==> config.mk <==
export PLATFORM = sky130hd
export DESIGN_NAME = instr_prefetch_unit
export DESIGN_NICKNAME = d
export VERILOG_FILES = /design/src/rtl/cpu_pkg.sv /design/src/rtl/sync_fifo_flush.sv /design/src/rtl/instr_prefetch_unit.sv
export SDC_FILE = /design/constraint.sdc
export NUM_CORES = 1
export LEC_CHECK = 0
export CORE_ASPECT_RATIO = 0.6
export CORE_MARGIN = 1.5
export CORE_UTILIZATION = 37
export CTS_BUF_LIST = sky130_fd_sc_hd__clkbuf_2
export CTS_CLUSTER_SIZE = 8
export DETAILED_ROUTE_END_ITERATION = 10
export PLACE_DENSITY = 0.68
export SETUP_SLACK_MARGIN = 0.5
export SLEW_MARGIN = 20
export SYNTH_ARGS = -nofsm -noshare
export SYNTH_HDL_FRONTEND = slang
export SYNTH_SLANG_ARGS = --single-unit
==> constraint.sdc <==
create_clock -name clk_i -period 3.3 [get_ports clk_i]
set_input_delay 0.495 -clock clk_i [delete_from_list [all_inputs] [get_ports clk_i]]
set_output_delay 0.495 -clock clk_i [all_outputs]
set_load 0.01 [all_outputs]
==> src/rtl/cpu_pkg.sv <==
// Shared core-wide constants and helpers for the fetch front end.
package cpu_pkg;

  localparam int unsigned XLEN        = 32;
  localparam int unsigned INSTR_BYTES = 4;

  function automatic logic [XLEN-1:0] next_pc(input logic [XLEN-1:0] pc);
    return pc + XLEN'(INSTR_BYTES);
  endfunction

endpackage

==> src/rtl/sync_fifo_flush.sv <==
// Synchronous FIFO with wrap-around pointers, occupancy counter and a synchronous flush.
module sync_fifo_flush #(
  parameter int unsigned WIDTH = 64,
  parameter int unsigned DEPTH = 4,
  localparam int unsigned PtrW = $clog2(DEPTH),
  localparam int unsigned LvlW = PtrW + 1
) (
  input  logic             clk_i,
  input  logic             rst_ni,
  input  logic             flush_i,
  input  logic             push_i,
  input  logic [WIDTH-1:0] data_i,
  input  logic             pop_i,
  output logic [WIDTH-1:0] head_o,
  output logic [LvlW-1:0]  level_o,
  output logic             full_o,
  output logic             empty_o
);

  logic [WIDTH-1:0] mem_q [DEPTH];
  logic [PtrW-1:0]  wptr_q, wptr_d;
  logic [PtrW-1:0]  rptr_q, rptr_d;
  logic [LvlW-1:0]  level_q, level_d;
  logic             do_push, do_pop;

  assign full_o  = (level_q == LvlW'(DEPTH));
  assign empty_o = (level_q == '0);
  assign level_o = level_q;
  assign head_o  = mem_q[rptr_q];

  assign do_push = push_i & ~full_o;
  assign do_pop  = pop_i & ~empty_o;

  always_comb begin
    wptr_d  = wptr_q;
    rptr_d  = rptr_q;
    level_d = level_q;
    if (flush_i) begin
      wptr_d  = '0;
      rptr_d  = '0;
      level_d = '0;
    end else begin
      wptr_d = wptr_q + PtrW'(do_push);
      rptr_d = rptr_q + PtrW'(do_pop);
      unique case ({do_push, do_pop})
        2'b10:   level_d = level_q + LvlW'(1);
        2'b01:   level_d = level_q - LvlW'(1);
        default: level_d = level_q;
      endcase
    end
  end

  always_ff @(posedge clk_i or negedge rst_ni) begin
    if (!rst_ni) begin
      wptr_q  <= '0;
      rptr_q  <= '0;
      level_q <= '0;
    end else begin
      wptr_q  <= wptr_d;
      rptr_q  <= rptr_d;
      level_q <= level_d;
    end
  end

  // Storage is cleared on reset so the head reads zero out of reset.
  always_ff @(posedge clk_i or negedge rst_ni) begin
    if (!rst_ni) begin
      for (int i = 0; i < DEPTH; i++) mem_q[i] <= '0;
    end else if (do_push && !flush_i) begin
      mem_q[wptr_q] <= data_i;
    end
  end

endmodule

==> src/rtl/instr_prefetch_unit.sv <==
// Instruction fetch front end: fetch-PC generator feeding a prefetch queue towards decode.
module instr_prefetch_unit
  import cpu_pkg::*;
#(
  parameter int unsigned ADDR_W     = 32,
  parameter int unsigned DATA_W     = 32,
  parameter int unsigned DEPTH      = 4,
  parameter logic [ADDR_W-1:0] RESET_ADDR = '0
) (
  input  logic                     clk_i,
  input  logic                     rst_i,
  input  logic                     instr_mem_ready_i,
  input  logic [DATA_W-1:0]        instr_mem_data_i,
  output logic [ADDR_W-1:0]        instr_mem_addr_o,
  output logic                     instr_mem_rd_o,
  input  logic                     redirect_i,
  input  logic [ADDR_W-1:0]        redirect_addr_i,
  output logic                     instr_valid_o,
  output logic [DATA_W-1:0]        instr_o,
  output logic [ADDR_W-1:0]        instr_addr_o,
  input  logic                     instr_ready_i,
  output logic [$clog2(DEPTH):0]   level_o
);

  localparam int unsigned EntryW = ADDR_W + DATA_W;

  logic [ADDR_W-1:0] fetch_pc_q, fetch_pc_d;
  logic [EntryW-1:0] head;
  logic              fifo_full, fifo_empty;
  logic              accept;

  // Full blocks fetch even when a pop happens this cycle; a redirect kills any stale fetch.
  assign instr_mem_rd_o   = ~fifo_full & ~redirect_i & rst_i;
  assign instr_mem_addr_o = fetch_pc_q;
  assign accept           = instr_mem_rd_o & instr_mem_ready_i;

  always_comb begin
    fetch_pc_d = fetch_pc_q;
    if (redirect_i) begin
      fetch_pc_d = redirect_addr_i & ~ADDR_W'(3);
    end else if (accept) begin
      fetch_pc_d = ADDR_W'(next_pc(XLEN'(fetch_pc_q)));
    end
  end

  always_ff @(posedge clk_i or negedge rst_i) begin
    if (!rst_i) begin
      fetch_pc_q <= RESET_ADDR;
    end else begin
      fetch_pc_q <= fetch_pc_d;
    end
  end

  sync_fifo_flush #(
    .WIDTH (EntryW),
    .DEPTH (DEPTH)
  ) u_queue (
    .clk_i   (clk_i),
    .rst_ni  (rst_i),
    .flush_i (redirect_i),
    .push_i  (accept),
    .data_i  ({fetch_pc_q, instr_mem_data_i}),
    .pop_i   (instr_ready_i),
    .head_o  (head),
    .level_o (level_o),
    .full_o  (fifo_full),
    .empty_o (fifo_empty)
  );

  assign instr_valid_o = ~fifo_empty;
  assign instr_addr_o  = head[EntryW-1:DATA_W];
  assign instr_o       = head[DATA_W-1:0];

endmodule

# Yosys cells after proc, flatten, opt, wreduce, memory -nomap -nowiden
# Cells that the tools add are included.
[word_totals] register_bits=295 inputBits=69 output_inout_bits=101 word_cells=47
[classes] n_addsub=5 magnitude_cmp=3 n_eq_ne=3 n_mux=12 bitwise_logic=10 n_reduce_logical=6
[op_table] operator="$bwmux W256" count=1
[op_table] operator="$mux W64" count=3
[op_table] operator="$bmux W64 S2" count=1
[op_table] operator="$demux W64 S2" count=1
[op_table] operator="$mux W32" count=2
[op_table] operator="$add A32 B3 Y32 const B" count=1
[op_table] operator="$ge A3 B3 Y1 const B" count=2
[op_table] operator="$not A2 Y3" count=2
[op_table] operator="$pmux W3 S2" count=1
[op_table] operator="$and A1 B1 Y1" count=5
[op_table] operator="$add A2 B1 Y2" count=2
[op_table] operator="$mux W2" count=2
[op_table] operator="$add A3 B1 Y3 const B" count=1
[op_table] operator="$eq A3 B3 Y1 const B" count=1
[op_table] operator="$logic_not A3 Y1" count=1
[op_table] operator="$lt A3 B1 Y1 const B" count=1
[op_table] operator="$mux W3" count=1
[op_table] operator="$not A1 Y1" count=3
[op_table] operator="$reduce_bool A3 Y1" count=1
[op_table] operator="$sub A3 B1 Y3 const B" count=1
[op_table] operator="$eq A2 B1 Y1 const B" count=1
[op_table] operator="$eq A2 B2 Y1 const B" count=1
[op_table] operator="$logic_and A1 B1 Y1" count=2
[op_table] operator="$reduce_bool A2 Y1" count=1
[op_table] operator="$logic_not A1 Y1" count=1

# Longest topological paths before layout
# Gate-level depths: netlist (run 1).
[depth] depth_word=9 ltp_mapped=8 depth_no_buf=6

# Hierarchy
# A second synthesis (run 1) with hierarchy kept.
[unflattened] cells_unflattened=887 hier_area_um2=13614.3
[by_module_without_submodules] mod="sync_fifo_flush" n_inst=1 cells_each=673 area_per_inst_um2=11756.3 seq_area_each_um2=6581.3
[by_module_without_submodules] mod="instr_prefetch_unit" n_inst=1 cells_each=214 area_per_inst_um2=1858.0 seq_area_each_um2=750.7

# Worst setup path before layout (run 1)
# OpenSTA, ideal clock, no wires.
[synth_path] path_kind="register to register" start="register u_queue.level_q[0], in the netlist u_queue.level_o[0]" end="register u_queue.level_q[2], in the netlist u_queue.level_o[2]" setup_ps=131 arrival_ps=1855 t_required_ps=3169 setup_slack_ps=1314 path_stages_with_launch=7 n_path_buf=0 synth_period_minus_slack_ps=1986 path_cell_list="dfrtp_1 > or3b_4 > a21boi_0 > fa_1 > mux2i_1 > xor2_1 > nor2_1"
[synth_between] elab_chain_cells=9 elab_cells_between_ends=16 classes_between="add/sub (2); eq/ne (3); mux (2); bitwise (7); reduce/logical (2)"
[synth_lines] element="start, declared" line_no="sync_fifo_flush.sv:23" rtl="logic [LvlW-1:0] level_q, level_d;"
[synth_lines] element="start signal, assigned" line_no="sync_fifo_flush.sv:61" rtl="level_q <= level_d;"
[synth_lines] element="$eq A3 B3 Y1" line_no="sync_fifo_flush.sv:26" rtl="assign full_o = (level_q == LvlW'(DEPTH));"
[synth_lines] element="$not A1 Y1" line_no="sync_fifo_flush.sv:31, instr_prefetch_unit.sv:33"
[synth_lines] element="$and A1 B1 Y1 (2 in series)" line_no="instr_prefetch_unit.sv:33" rtl="assign instr_mem_rd_o = ~fifo_full & ~redirect_i & rst_i;"
[synth_lines] element="$and A1 B1 Y1" line_no="instr_prefetch_unit.sv:35" rtl="assign accept = instr_mem_rd_o & instr_mem_ready_i;"
[synth_lines] element="$and A1 B1 Y1" line_no="sync_fifo_flush.sv:31" rtl="assign do_push = push_i & ~full_o;"
[synth_lines] element="$eq A2 B1 Y1 or $eq A2 B2 Y1 (tied branches)" line_no="sync_fifo_flush.sv:45" rtl="unique case ({do_push, do_pop})"
[synth_lines] element="$pmux W3 S2" line_no="sync_fifo_flush.sv:45"
[synth_lines] element="$mux W3" line_no="sync_fifo_flush.sv:38" rtl="if (flush_i) begin"
# Parallel ways exist; a longest one is shown, timed or not.
# A chain may end at the register's enable or synchronous reset.

# Final worst setup path (run 1)
[layout_path] start="register u_queue.rptr_q[0]" end="output port instr_o[14]"
[layout_between] elab_chain_cells=4
[layout_lines] element="start, declared" line_no="sync_fifo_flush.sv:22" rtl="logic [PtrW-1:0] rptr_q, rptr_d;"
[layout_lines] element="start signal, assigned" line_no="sync_fifo_flush.sv:60" rtl="rptr_q <= rptr_d;"
[layout_lines] element="$not A2 Y3 (not written as such)" line_no="sync_fifo_flush.sv:29" rtl="assign head_o = mem_q[rptr_q];"
[layout_lines] element="$bmux W64 S2" line_no="sync_fifo_flush.sv:29"
[layout_lines] element="$mux W64 (not written as such) (2 in series)" line_no="sync_fifo_flush.sv:29"
[layout_lines] element="end, declared" line_no="instr_prefetch_unit.sv:19" rtl="output logic [DATA_W-1:0] instr_o,"
# No other way between the ends. The select of a mux whose other input is x is not followed.

==> results of run 1 <==
## report_power, final
| group | internal [mW] | switching, mW |
|---|---|---|
| Combinational | 2.67 | 1.67 |
| Sequential | 4.20 | 0.461 |
| Clock | 0.856 | 1.42 |
## through the flow
step	power, mW	hold WS (ns)	setup slack, ns
global placement	8.34	0.462	0.529
global route	11.9	0.0295	0.0600
finish	11.3	0.157	0.259
CTS	11.2	0.0195	0.138
floorplan	6.59	0.199	1.31
detailed placement	8.44	0.469	0.503
## worst max-delay path: stages (launching register included)
cell and delay [ns]:
dfrtp_4 0.53, buf_6 0.14, buf_6 0.11, buf_12 0.13
buf_16 0.15, mux4_2 0.44, buf_6 0.14
## cell type report
| type | count | area [um2] |
|---|---|---|
| fill | 2994 | 17800 |
| sequential | 285 | 7150 |
| multi-input combinational | 503 | 5420 |
| timing repair buffer | 222 | 2500 |
| tap | 459 | 574 |
| clock buffer | 97 | 485 |
| clock inverter | 15 | 85.1 |
| inverter | 5 | 21.3 |
## worst min-delay path by stage
stage / startpoint / to / slack [ns] / depth (start not counted)
floorplan: rst_i / instr_mem_addr_o[10]$_DFFE_PN0N_ / 0.20 / 0
global placement: u_queue.mem_q[156]$_DFFE_PN0P_ / u_queue.mem_q[156]$_DFFE_PN0P_ / 0.46 / 1
detailed placement: u_queue.mem_q[100]$_DFFE_PN0P_ / u_queue.mem_q[100]$_DFFE_PN0P_ / 0.47 / 1
CTS: redirect_addr_i[30] / instr_mem_addr_o[30]$_DFFE_PN0N_ / 0.02 / 3
global route: redirect_addr_i[30] / instr_mem_addr_o[30]$_DFFE_PN0N_ / 0.03 / 3
finish: redirect_addr_i[30] / instr_mem_addr_o[30]$_DFFE_PN0N_ / 0.16 / 3
## logic make-up after synthesis
kind of cell	Yosys count
flip-flops	285
adder cells (fa/ha/maj)	4
AND/OR/NAND/NOR	115
AO/OA/AOI/OAI	66
other	1
multiplexers	310
XOR/XNOR	4
buffers and inverters	65
## synth_stat cells (all sizes together), types with 12 or more instances
cell type,instances
buf,44
nor2,23
clkbuf,16
o211ai,12
mux2,245
mux4,62
o311ai,15
nand4,12
nand3,14
dfrtp,285
o21ai,16
nand2,39
## registers in the layout (all words and copies together) (netlist names)
name and count:
u_queue.mem_q 248, instr_mem_addr_o 30, u_queue.level_o 3, u_queue.rptr_q 2, u_queue.wptr_q 2
## cell usage in the layout, fill, tap and decap left out, types with 4 or more instances in the layout
cell type and instances:
clkinv_1 10, o211ai_1 12, o21ai_0 16, buf_4 23, nand4_1 10, clkbuf_2 97
dfrtp_1 275, nor3_1 4, mux2_2 138, mux4_2 62, and3_1 7, nor2_1 20
conb_1 4, buf_16 6, nand2_1 37, buf_2 9, a221o_1 5, buf_12 17
clkdlybuf4s50_1 98, mux2_1 107, buf_6 63, nand3_1 12, dfrtp_2 8, inv_1 4
o311ai_0 15
## layer usage
metal / vias to the layer above / track usage (%)
met5: - / 0
met4: 0 / 4.69
met3: 41 / 6.15
met2: 241 / 28.8
met1: 4331 / 27.0
li1: 3705 / -
## what timing repair did
action                                  CTS  global route
endpoints found under the setup margin   66            67
endpoints found under the hold margin   138             0
cloned                                    5             1
resized for setup                       298            40
setup buffers                            25             5
pin swaps                                 1             1
hold buffers                              1             0
==> impl_metrics.env, run 1 <==
export IMPL_num_vias=8318
export IMPL_placed_cells=1437
export IMPL_clock_latency_ns=0.90
export IMPL_fin_crit_ns=3.04
export IMPL_finalSetupTns_ns=0
export IMPL_place_area_mm2=0.0151
export IMPL_rsz0062_at_grt="yes"
export IMPL_synth_top_family_by_area="multiplexers"
export IMPL_maxUsedRoutingLayer="met4"
export IMPL_cp_arrival_ns=2.55
export IMPL_ios=170
export IMPL_synth_xor_area_share_pct=0.271
export IMPL_synth_fa_ha_area_share_pct=0.446
export IMPL_ys_flop_type="dfrtp_1"
export IMPL_syn_inst=850
export IMPL_synth_area_mux_share_pct=32.4
export IMPL_crit_end="instr_o[14]"
export IMPL_grt_max_degree=148
export IMPL_path_class="reg2out"
export IMPL_fin_cells=1586
export IMPL_first_global_vias=8830
export IMPL_relSlewSlack_pct=47.1
export IMPL_finalSetupViolCount=0
export IMPL_syn_avg_cell_area_um2=15.2
export IMPL_peakVddDrop_v=0.000349
export IMPL_fin_skew_ns=0.0547
export IMPL_synth_edf_count=0
export IMPL_syn_area_mm2=0.0129
export IMPL_reg2reg_from="u_queue.level_o[0]$_DFFE_PN0P_"
export IMPL_cp_startpoint="u_queue.rptr_q[0]$_DFF_PN0_"
export IMPL_vias_per_cell=5.24
export IMPL_hp_class="in2reg"
export IMPL_endpoint_kind="output port"
export IMPL_syn_to_final_growth_pct=25.7
export IMPL_required_ns=2.80
export IMPL_globalRoute_totalOverflow=0
export IMPL_ys_seq_area_share_pct=55.2
export IMPL_dpl_hpwl_mm=20.4
export IMPL_hold_viol=0
export IMPL_yosysTopAreaCell="dfrtp_1"
export IMPL_finalMaxSlewViolations=0
export IMPL_cts_buffers=71
export IMPL_postRouteWirelength_mm=33.7
export IMPL_ys_warn_count=0
export IMPL_gp_congestion=0.750
export IMPL_drc=0
export IMPL_drt_met1_wl_mm=15.3
export IMPL_fin_area_mm2=0.0162
export IMPL_powerDensity_mw_per_mm2=694
export IMPL_reg2reg_slack_ns=0.78
export IMPL_dr_wl_met2_mm=15.4
export IMPL_cts_root_buffer="clkbuf_2"
export IMPL_first_pass_iters=4
export IMPL_final_layout_size_suffix_gt1_share_pct=39.9
export IMPL_die_h_um=148
export IMPL_outcome="complete, no violations"
export IMPL_initial_core_util_pct=38.0
export IMPL_path_clk_slew_ns=0.13
export IMPL_clock_fmax_ghz=0.329
export IMPL_cts_tree="done"
export IMPL_synthArstFlopShare_pct=100
export IMPL_critPathMaxFanout=7
export IMPL_netlist_area_leader_share_pct=55.2
export IMPL_cap_violations=0
export IMPL_synth_area_top_cells="dfrtp_1, mux2_2, mux4_2"
export IMPL_port_buffers=163
export IMPL_row_count=52
export IMPL_num_antenna_cells=0
export IMPL_drtIter0Drc=518
export IMPL_die_area_mm2=0.0361
export IMPL_synth_cell_types=54
export IMPL_antenna_found_initial=0
export IMPL_start_kind="register"
export IMPL_rr_endpoint="instr_mem_addr_o[25]$_DFFE_PN0N_"
export IMPL_clkSinkCount=285
export IMPL_met3_length_mm=2.57
export IMPL_cts_buffer_depth=3
export IMPL_layout_nets=1161
export IMPL_ys_seq_elements=285
export IMPL_drtAntennaViolNets=0
export IMPL_leakage_nw=7.44
export IMPL_grt_usage_pct=19.2
export IMPL_synth_simple_area_share_pct=4.78
export IMPL_final_util_pct=47.7
export IMPL_die_w_um=244
export IMPL_h_tree_depth=3
export IMPL_timing_final_crit_share_pct=92.1
export IMPL_wl_per_cell_um=21.2
export IMPL_grt_pass1_wl_mm=52.4
export IMPL_synth_compound_area_share_pct=3.76
export IMPL_r2r_cells=8
export IMPL_fp_coreArea_mm2=0.0340
export IMPL_max_slew_worst_pin_slew_ns=0.793
(Power assumes the default switching activity.)
==> run 2, diff against run 1 <==
--- a/config.mk
+++ b/config.mk
@@ -5,8 +5,8 @@
 export SDC_FILE = /design/constraint.sdc
 export NUM_CORES = 1
 export LEC_CHECK = 0
-export CORE_ASPECT_RATIO = 0.6
-export CORE_MARGIN = 1.5
+export CORE_ASPECT_RATIO = 0.8
+export CORE_MARGIN = 2
 export CORE_UTILIZATION = 37
 export CTS_BUF_LIST = sky130_fd_sc_hd__clkbuf_2
 export CTS_CLUSTER_SIZE = 8
==> run 2 against run 1 <==
Final area hardly changed. Via count up 0.38%. Cell count increased by 1.1%. Register-to-register slack improved by 0.12 ns. Clock power up 23%. Critical path depth fell by 1. Die area rose by 0.98%. Sequential share of layout area shrank 0.058 points. Combinational power down 4.6%. Hold slack worse by 0.0082 ns.
==> impl_metrics.env, run 2 (synthesis gave the netlist of run 1 again) <==
export IMPL_cts_buffer_depth=3
export IMPL_drtIter0Drc=419
export IMPL_grt_usage_pct=18.7
export IMPL_row_count=61
export IMPL_cp_arrival_ns=2.45
export IMPL_endpoint_kind="output port"
export IMPL_die_w_um=213
export IMPL_required_ns=2.80
export IMPL_ios=170
export IMPL_fp_coreArea_mm2=0.0346
export IMPL_die_area_mm2=0.0364
export IMPL_largest_reg_flops=248
export IMPL_fin_skew_ns=0.110
export IMPL_final_cell_mix="dfrtp_1, mux2_2, clkbuf_2"
export IMPL_syn_to_final_growth_pct=25.8
export IMPL_finalSetupViolCount=0
export IMPL_first_global_vias=8911
export IMPL_final_layout_size_suffix_gt1_share_pct=39.8
export IMPL_drtAntennaViolNets=0
export IMPL_port_buffers=163
export IMPL_final_common_cell="dfrtp_1"
export IMPL_fin_crit_ns=2.94
export IMPL_hold_viol=0
export IMPL_critPathMaxFanout=6
export IMPL_initial_core_util_pct=37.4
export IMPL_dpl_hpwl_mm=19.2
export IMPL_vias_per_cell=5.21
export IMPL_path_clk_slew_ns=0.11
export IMPL_p_sw_mw=3.54
export IMPL_antenna_found_initial=4
export IMPL_sw_frac_of_total_pct=30.6
export IMPL_max_slew_worst_pin_slew_ns=0.975
export IMPL_drc=0
export IMPL_clock_latency_ns=0.91
export IMPL_clock_fmax_ghz=0.340
export IMPL_gp_congestion=0.783
export IMPL_leakage_nw=7.46
export IMPL_layout_nets=1149
export IMPL_clkSinkCount=285
export IMPL_cts_tree="done"
export IMPL_finalMaxSlewViolations=0
export IMPL_h_tree_depth=3
export IMPL_wl_per_cell_um=20.3
export IMPL_postRouteWirelength_mm=32.6
export IMPL_hold_worst_slack_ns=0.149
export IMPL_num_vias=8350
export IMPL_grt_max_degree=146
export IMPL_internal_power_mw=8.03
export IMPL_timing_final_crit_share_pct=89.2
export IMPL_globalRoute_totalOverflow=0
export IMPL_grt_pass1_wl_mm=51.4
export IMPL_first_pass_iters=5
export IMPL_finalSetupTns_ns=0
export IMPL_clkPwrFrac_pct=24.1
export IMPL_die_h_um=171
export IMPL_cts_root_buffer="clkbuf_2"
export IMPL_rsz0062_at_grt="yes"
export IMPL_start_kind="register"
export IMPL_path_class="reg2out"
export IMPL_cap_violations=0
export IMPL_seqCellArea_mm2=0.00714
export IMPL_multiInputGateArea_mm2=0.00542
export IMPL_p_comb_share_pct=35.8
export IMPL_relSlewSlack_pct=35.0
export IMPL_powerDensity_mw_per_mm2=712
export IMPL_outcome="complete, no violations"
export IMPL_cts_buffers=78
export IMPL_top_register="u_queue.mem_q"
export IMPL_hp_class="in2reg"
export IMPL_peakVddDrop_v=0.000333
export IMPL_nFillCells=3102
export IMPL_p_seq_share_pct=40.1
## run 2: power by group through the flow
| stage | Combinational (mW) | Clock, mW | Sequential (mW) |
|---|---|---|---|
| 2_1_floorplan | 2.03 | 0 | 4.56 |
| 3_3_place_gp | 3.56 | 0 | 4.74 |
| 3_5_place_dp | 3.62 | 0 | 4.78 |
| 4_1_cts | 4.11 | 2.94 | 4.64 |
| 5_1_grt | 4.44 | 3.11 | 4.74 |
| 6_report | 4.14 | 2.79 | 4.64 |
## run 2: per-stage QoR
stage               util [%]  instance area, um2  power, mW  setup slack (ns)  instances
floorplan                  -               12900       6.59              1.31        853
global placement        43.6               15100       8.31             0.512       1447
detailed placement      43.6               15100       8.40             0.487       1447
CTS                     46.8               16200       11.7             0.241       1600
global route            47.0               16200       12.3             0.205       1602
finish                  47.0               16200       11.6             0.357       1603
## run 2: metal layers
metal,vias up,routed length (um),global-route usage (%)
met4,2,939,7.87
met3,77,2070,5.29
met2,224,15300,28.9
met5,-,13,0
li1,3694,-,-
met1,4353,14200,24.8
## run 2: what timing repair did
item | 4_1_cts | 5_1_grt
endpoints found under the setup margin | 64 | 63
pin swaps | 1 | 0
buffers inserted | 13 | 0
gates resized for setup | 318 | 15
endpoints found under the hold margin | 142 | 0
gates cloned | 7 | 0
hold buffers | 1 | 0
## run 2: path summary, 6_finish.rpt
path                                                  from                          endpoint  slack (ns)  cells past startpoint
setup / recovery               u_queue.rptr_q[0]$_DFF_PN0_                       instr_o[24]        0.36                      5
hold / removal                          redirect_addr_i[3]   instr_mem_addr_o[3]$_DFFE_PN0N_        0.15                      3
setup reg to reg           instr_mem_addr_o[2]$_DFFE_PN0N_  instr_mem_addr_o[24]$_DFFE_PN0N_        0.90                      6
hold reg to reg              u_queue.mem_q[73]$_DFFE_PN0P_     u_queue.mem_q[73]$_DFFE_PN0P_        0.49                      1
max in group asynchronous                            rst_i    u_queue.mem_q[106]$_DFFE_PN0P_        1.46                      4
min in group asynchronous                            rst_i    u_queue.mem_q[239]$_DFFE_PN0P_        0.32                      3
## run 2: area by class of cell
class                      count  area share [%]
inverter                       5           0.131
multi-input combinational    503            33.3
clock buffer                 114            3.51
clock inverter                18            1.25
sequential                   285            44.0
antenna                        3          0.0462
timing repair buffer         203            14.1
tap                          472            3.64
## run 2: worst max-delay path: stages (launching register included)
cell and delay (ns):
dfrtp_4 0.53, buf_6 0.14, buf_12 0.13, buf_16 0.15, mux4_2 0.44, buf_6 0.14
==> run 3, diff against run 2 <==
--- a/config.mk
+++ b/config.mk
@@ -5,13 +5,15 @@
 export SDC_FILE = /design/constraint.sdc
 export NUM_CORES = 1
 export LEC_CHECK = 0
+export CELL_PAD_IN_SITES_DETAIL_PLACEMENT = 1
+export CELL_PAD_IN_SITES_GLOBAL_PLACEMENT = 2
 export CORE_ASPECT_RATIO = 0.8
 export CORE_MARGIN = 2
 export CORE_UTILIZATION = 37
 export CTS_BUF_LIST = sky130_fd_sc_hd__clkbuf_2
 export CTS_CLUSTER_SIZE = 8
 export DETAILED_ROUTE_END_ITERATION = 10
-export PLACE_DENSITY = 0.68
+export PLACE_DENSITY = 0.86
 export SETUP_SLACK_MARGIN = 0.5
 export SLEW_MARGIN = 20
 export SYNTH_ARGS = -nofsm -noshare
==> constraint.sdc (replaced) <==
create_clock -name clk_i -period 3.2 [get_ports clk_i]
set_input_delay 0.48 -clock clk_i [delete_from_list [all_inputs] [get_ports clk_i]]
set_output_delay 0.48 -clock clk_i [all_outputs]
set_load 0.01 [all_outputs]
==> run 3 against run 2 <==
Non-clock buffer count up 29. Global-route usage rose by 1.9 points. Final area is 0.79% higher. Hold slack better by 0.0019 ns. Critical path type unchanged.
==> impl_metrics.env, run 3 (synthesis gave the netlist of run 1 again) <==
export IMPL_finalSetupViolCount=0
export IMPL_num_vias=8551
export IMPL_min_from="redirect_addr_i[4]"
export IMPL_dpl_hpwl_mm=21.7
export IMPL_critPathMaxStageDelay_ns=0.53
export IMPL_fin_skew_ns=0.0896
export IMPL_required_ns=2.72
export IMPL_cp_depth=5
export IMPL_globalRoute_totalOverflow=0
export IMPL_reg2reg_from="instr_mem_addr_o[2]$_DFFE_PN0N_"
export IMPL_finalMaxSlewViolations=0
export IMPL_drc=0
export IMPL_critPathMaxFanout=6
export IMPL_fin_crit_ns=2.93
export IMPL_antenna_found_initial=4
export IMPL_h_tree_depth=3
export IMPL_grt_max_degree=140
export IMPL_cts_root_buffer="clkbuf_2"
export IMPL_vias_per_cell=5.25
export IMPL_first_global_vias=9475
export IMPL_port_buffers=163
export IMPL_grt_pass1_wl_mm=56.5
export IMPL_cts_buffers=76
export IMPL_rsz0062_at_grt="yes"
export IMPL_max_slew_worst_pin_slew_ns=0.784
export IMPL_grt_usage_pct=20.7
export IMPL_endpoint_kind="output port"
export IMPL_critPathSlowestCell="mux4_2"
export IMPL_layout_nets=1176
export IMPL_die_w_um=213
export IMPL_fp_coreArea_mm2=0.0346
export IMPL_syn_to_final_growth_pct=26.7
export IMPL_peakVddDrop_v=0.000324
export IMPL_gp_congestion=0.726
export IMPL_largest_reg_flops=248
export IMPL_clock_fmax_ghz=0.341
export IMPL_crit_family="buffers and inverters"
export IMPL_postRouteWirelength_mm=36.3
export IMPL_hp_class="in2reg"
export IMPL_die_area_mm2=0.0364
export IMPL_outcome="complete, no violations"
export IMPL_path_clk_slew_ns=0.11
export IMPL_timing_final_crit_share_pct=91.6
export IMPL_setup_ws_ns=0.268
export IMPL_finalSetupTns_ns=0
export IMPL_drtAntennaViolNets=0
export IMPL_cap_violations=0
export IMPL_pre_cts_ws_ns=0.504
export IMPL_wl_per_cell_um=22.3
export IMPL_rr_endpoint="instr_mem_addr_o[26]$_DFFE_PN0N_"
export IMPL_crit_chain="buf_6 > buf_12 > buf_16 > mux4_2 > buf_6"
export IMPL_final_cell_mix="dfrtp_1, mux2_2, clkbuf_2"
export IMPL_power_mw=11.8
export IMPL_leakage_nw=7.53
export IMPL_relSlewSlack_pct=47.8
export IMPL_holdPathStages=3
export IMPL_cp_arrival_ns=2.45
export IMPL_path_class="reg2out"
export IMPL_die_h_um=171
export IMPL_start_kind="register"
export IMPL_ios=170
export IMPL_final_layout_size_suffix_gt1_share_pct=41.9
export IMPL_clock_latency_ns=0.95
export IMPL_cts_buffer_depth=3
export IMPL_cp_num_buf_inv=4
export IMPL_crit_top_cell="buf_6"
export IMPL_r2r_cells=6
export IMPL_powerDensity_mw_per_mm2=721
export IMPL_final_common_cell="dfrtp_1"
export IMPL_hold_worst_slack_ns=0.151
export IMPL_reg2reg_slack_ns=0.73
export IMPL_initial_core_util_pct=37.4
export IMPL_cp_startpoint="u_queue.rptr_q[0]$_DFF_PN0_"
export IMPL_crit_end="instr_o[19]"
export IMPL_clkSinkCount=285
export IMPL_top_register="u_queue.mem_q"
export IMPL_first_pass_iters=4
export IMPL_row_count=61
export IMPL_cts_tree="done"
export IMPL_hold_viol=0
export IMPL_drtIter0Drc=405
## run 3: cell count changes in the layout (fill, tap and decap cells not counted), moves of 3 or more
cell	change
dfrtp_1	-21
buf_4	+24
buf_6	-3
clkinv_1	+4
bufinv_16	-4
dfrtp_2	+21
dlygate4sd2_1	+6
dlygate4sd3_1	+3
## run 3: layer usage
metal	up-vias	share of wire (%)	global-route usage, %
met1	4551	44	26.6
li1	3744	-	-
met5	-	0.036	0
met2	186	49	33.2
met4	2	2.5	7.84
met3	68	5.3	5.75
## run 3: how the worst min path moves through the flow
stage	to	slack, ns
3_3_place_gp	u_queue.mem_q[129]$_DFFE_PN0P_	0.46
4_1_cts	instr_mem_addr_o[4]$_DFFE_PN0N_	0.009
5_1_grt	instr_mem_addr_o[4]$_DFFE_PN0N_	0.02
2_1_floorplan	instr_mem_addr_o[10]$_DFFE_PN0N_	0.18
3_5_place_dp	u_queue.mem_q[119]$_DFFE_PN0P_	0.47
6_report	instr_mem_addr_o[4]$_DFFE_PN0N_	0.15
## run 3: what timing repair did
action	in CTS	in global routing
pin swaps	1	2
endpoints found under the setup margin	78	78
hold buffers	4	0
buffers inserted	20	12
hold endpoints to repair	99	0
gates cloned	7	2
gates resized for setup	281	45
## run 3: cell type report
cell class,count,area [um2]
Antenna cell,3,7.51
Inverter,5,21.3
Fill cell,3513,18200
Timing Repair Buffer,232,2520
Clock inverter,18,95.1
Sequential cell,285,7170
Tap cell,472,591
Clock buffer,110,551
Multi-Input combinational cell,503,5420
## run 3: report_power, final
part / internal [mW] / total (mW) / switching (mW)
clock: 0.988 / 2.56 / 1.57
combinational: 2.68 / 4.42 / 1.75
sequential: 4.34 / 4.83 / 0.490
## run 3: stage by stage
| step | area (um2) | util, % | std cells |
|---|---|---|---|
| 3_3_place_gp | 15100 | 43.6 | 1452 |
| 6_report | 16400 | 47.4 | 1628 |
| 3_5_place_dp | 15100 | 43.6 | 1452 |
| 2_1_floorplan | 12900 | - | 853 |
| 4_1_cts | 16100 | 46.5 | 1611 |
| 5_1_grt | 16400 | 47.4 | 1628 |
## run 3: worst reg2reg max path, cell delays in order (launching register included)
cell and delay, ns:
dfrtp_2 0.50, ha_1 0.25, nand3_1 0.23, nor4_4 0.49, nand2_1 0.19, o311ai_0 0.35
o311ai_0 0.23
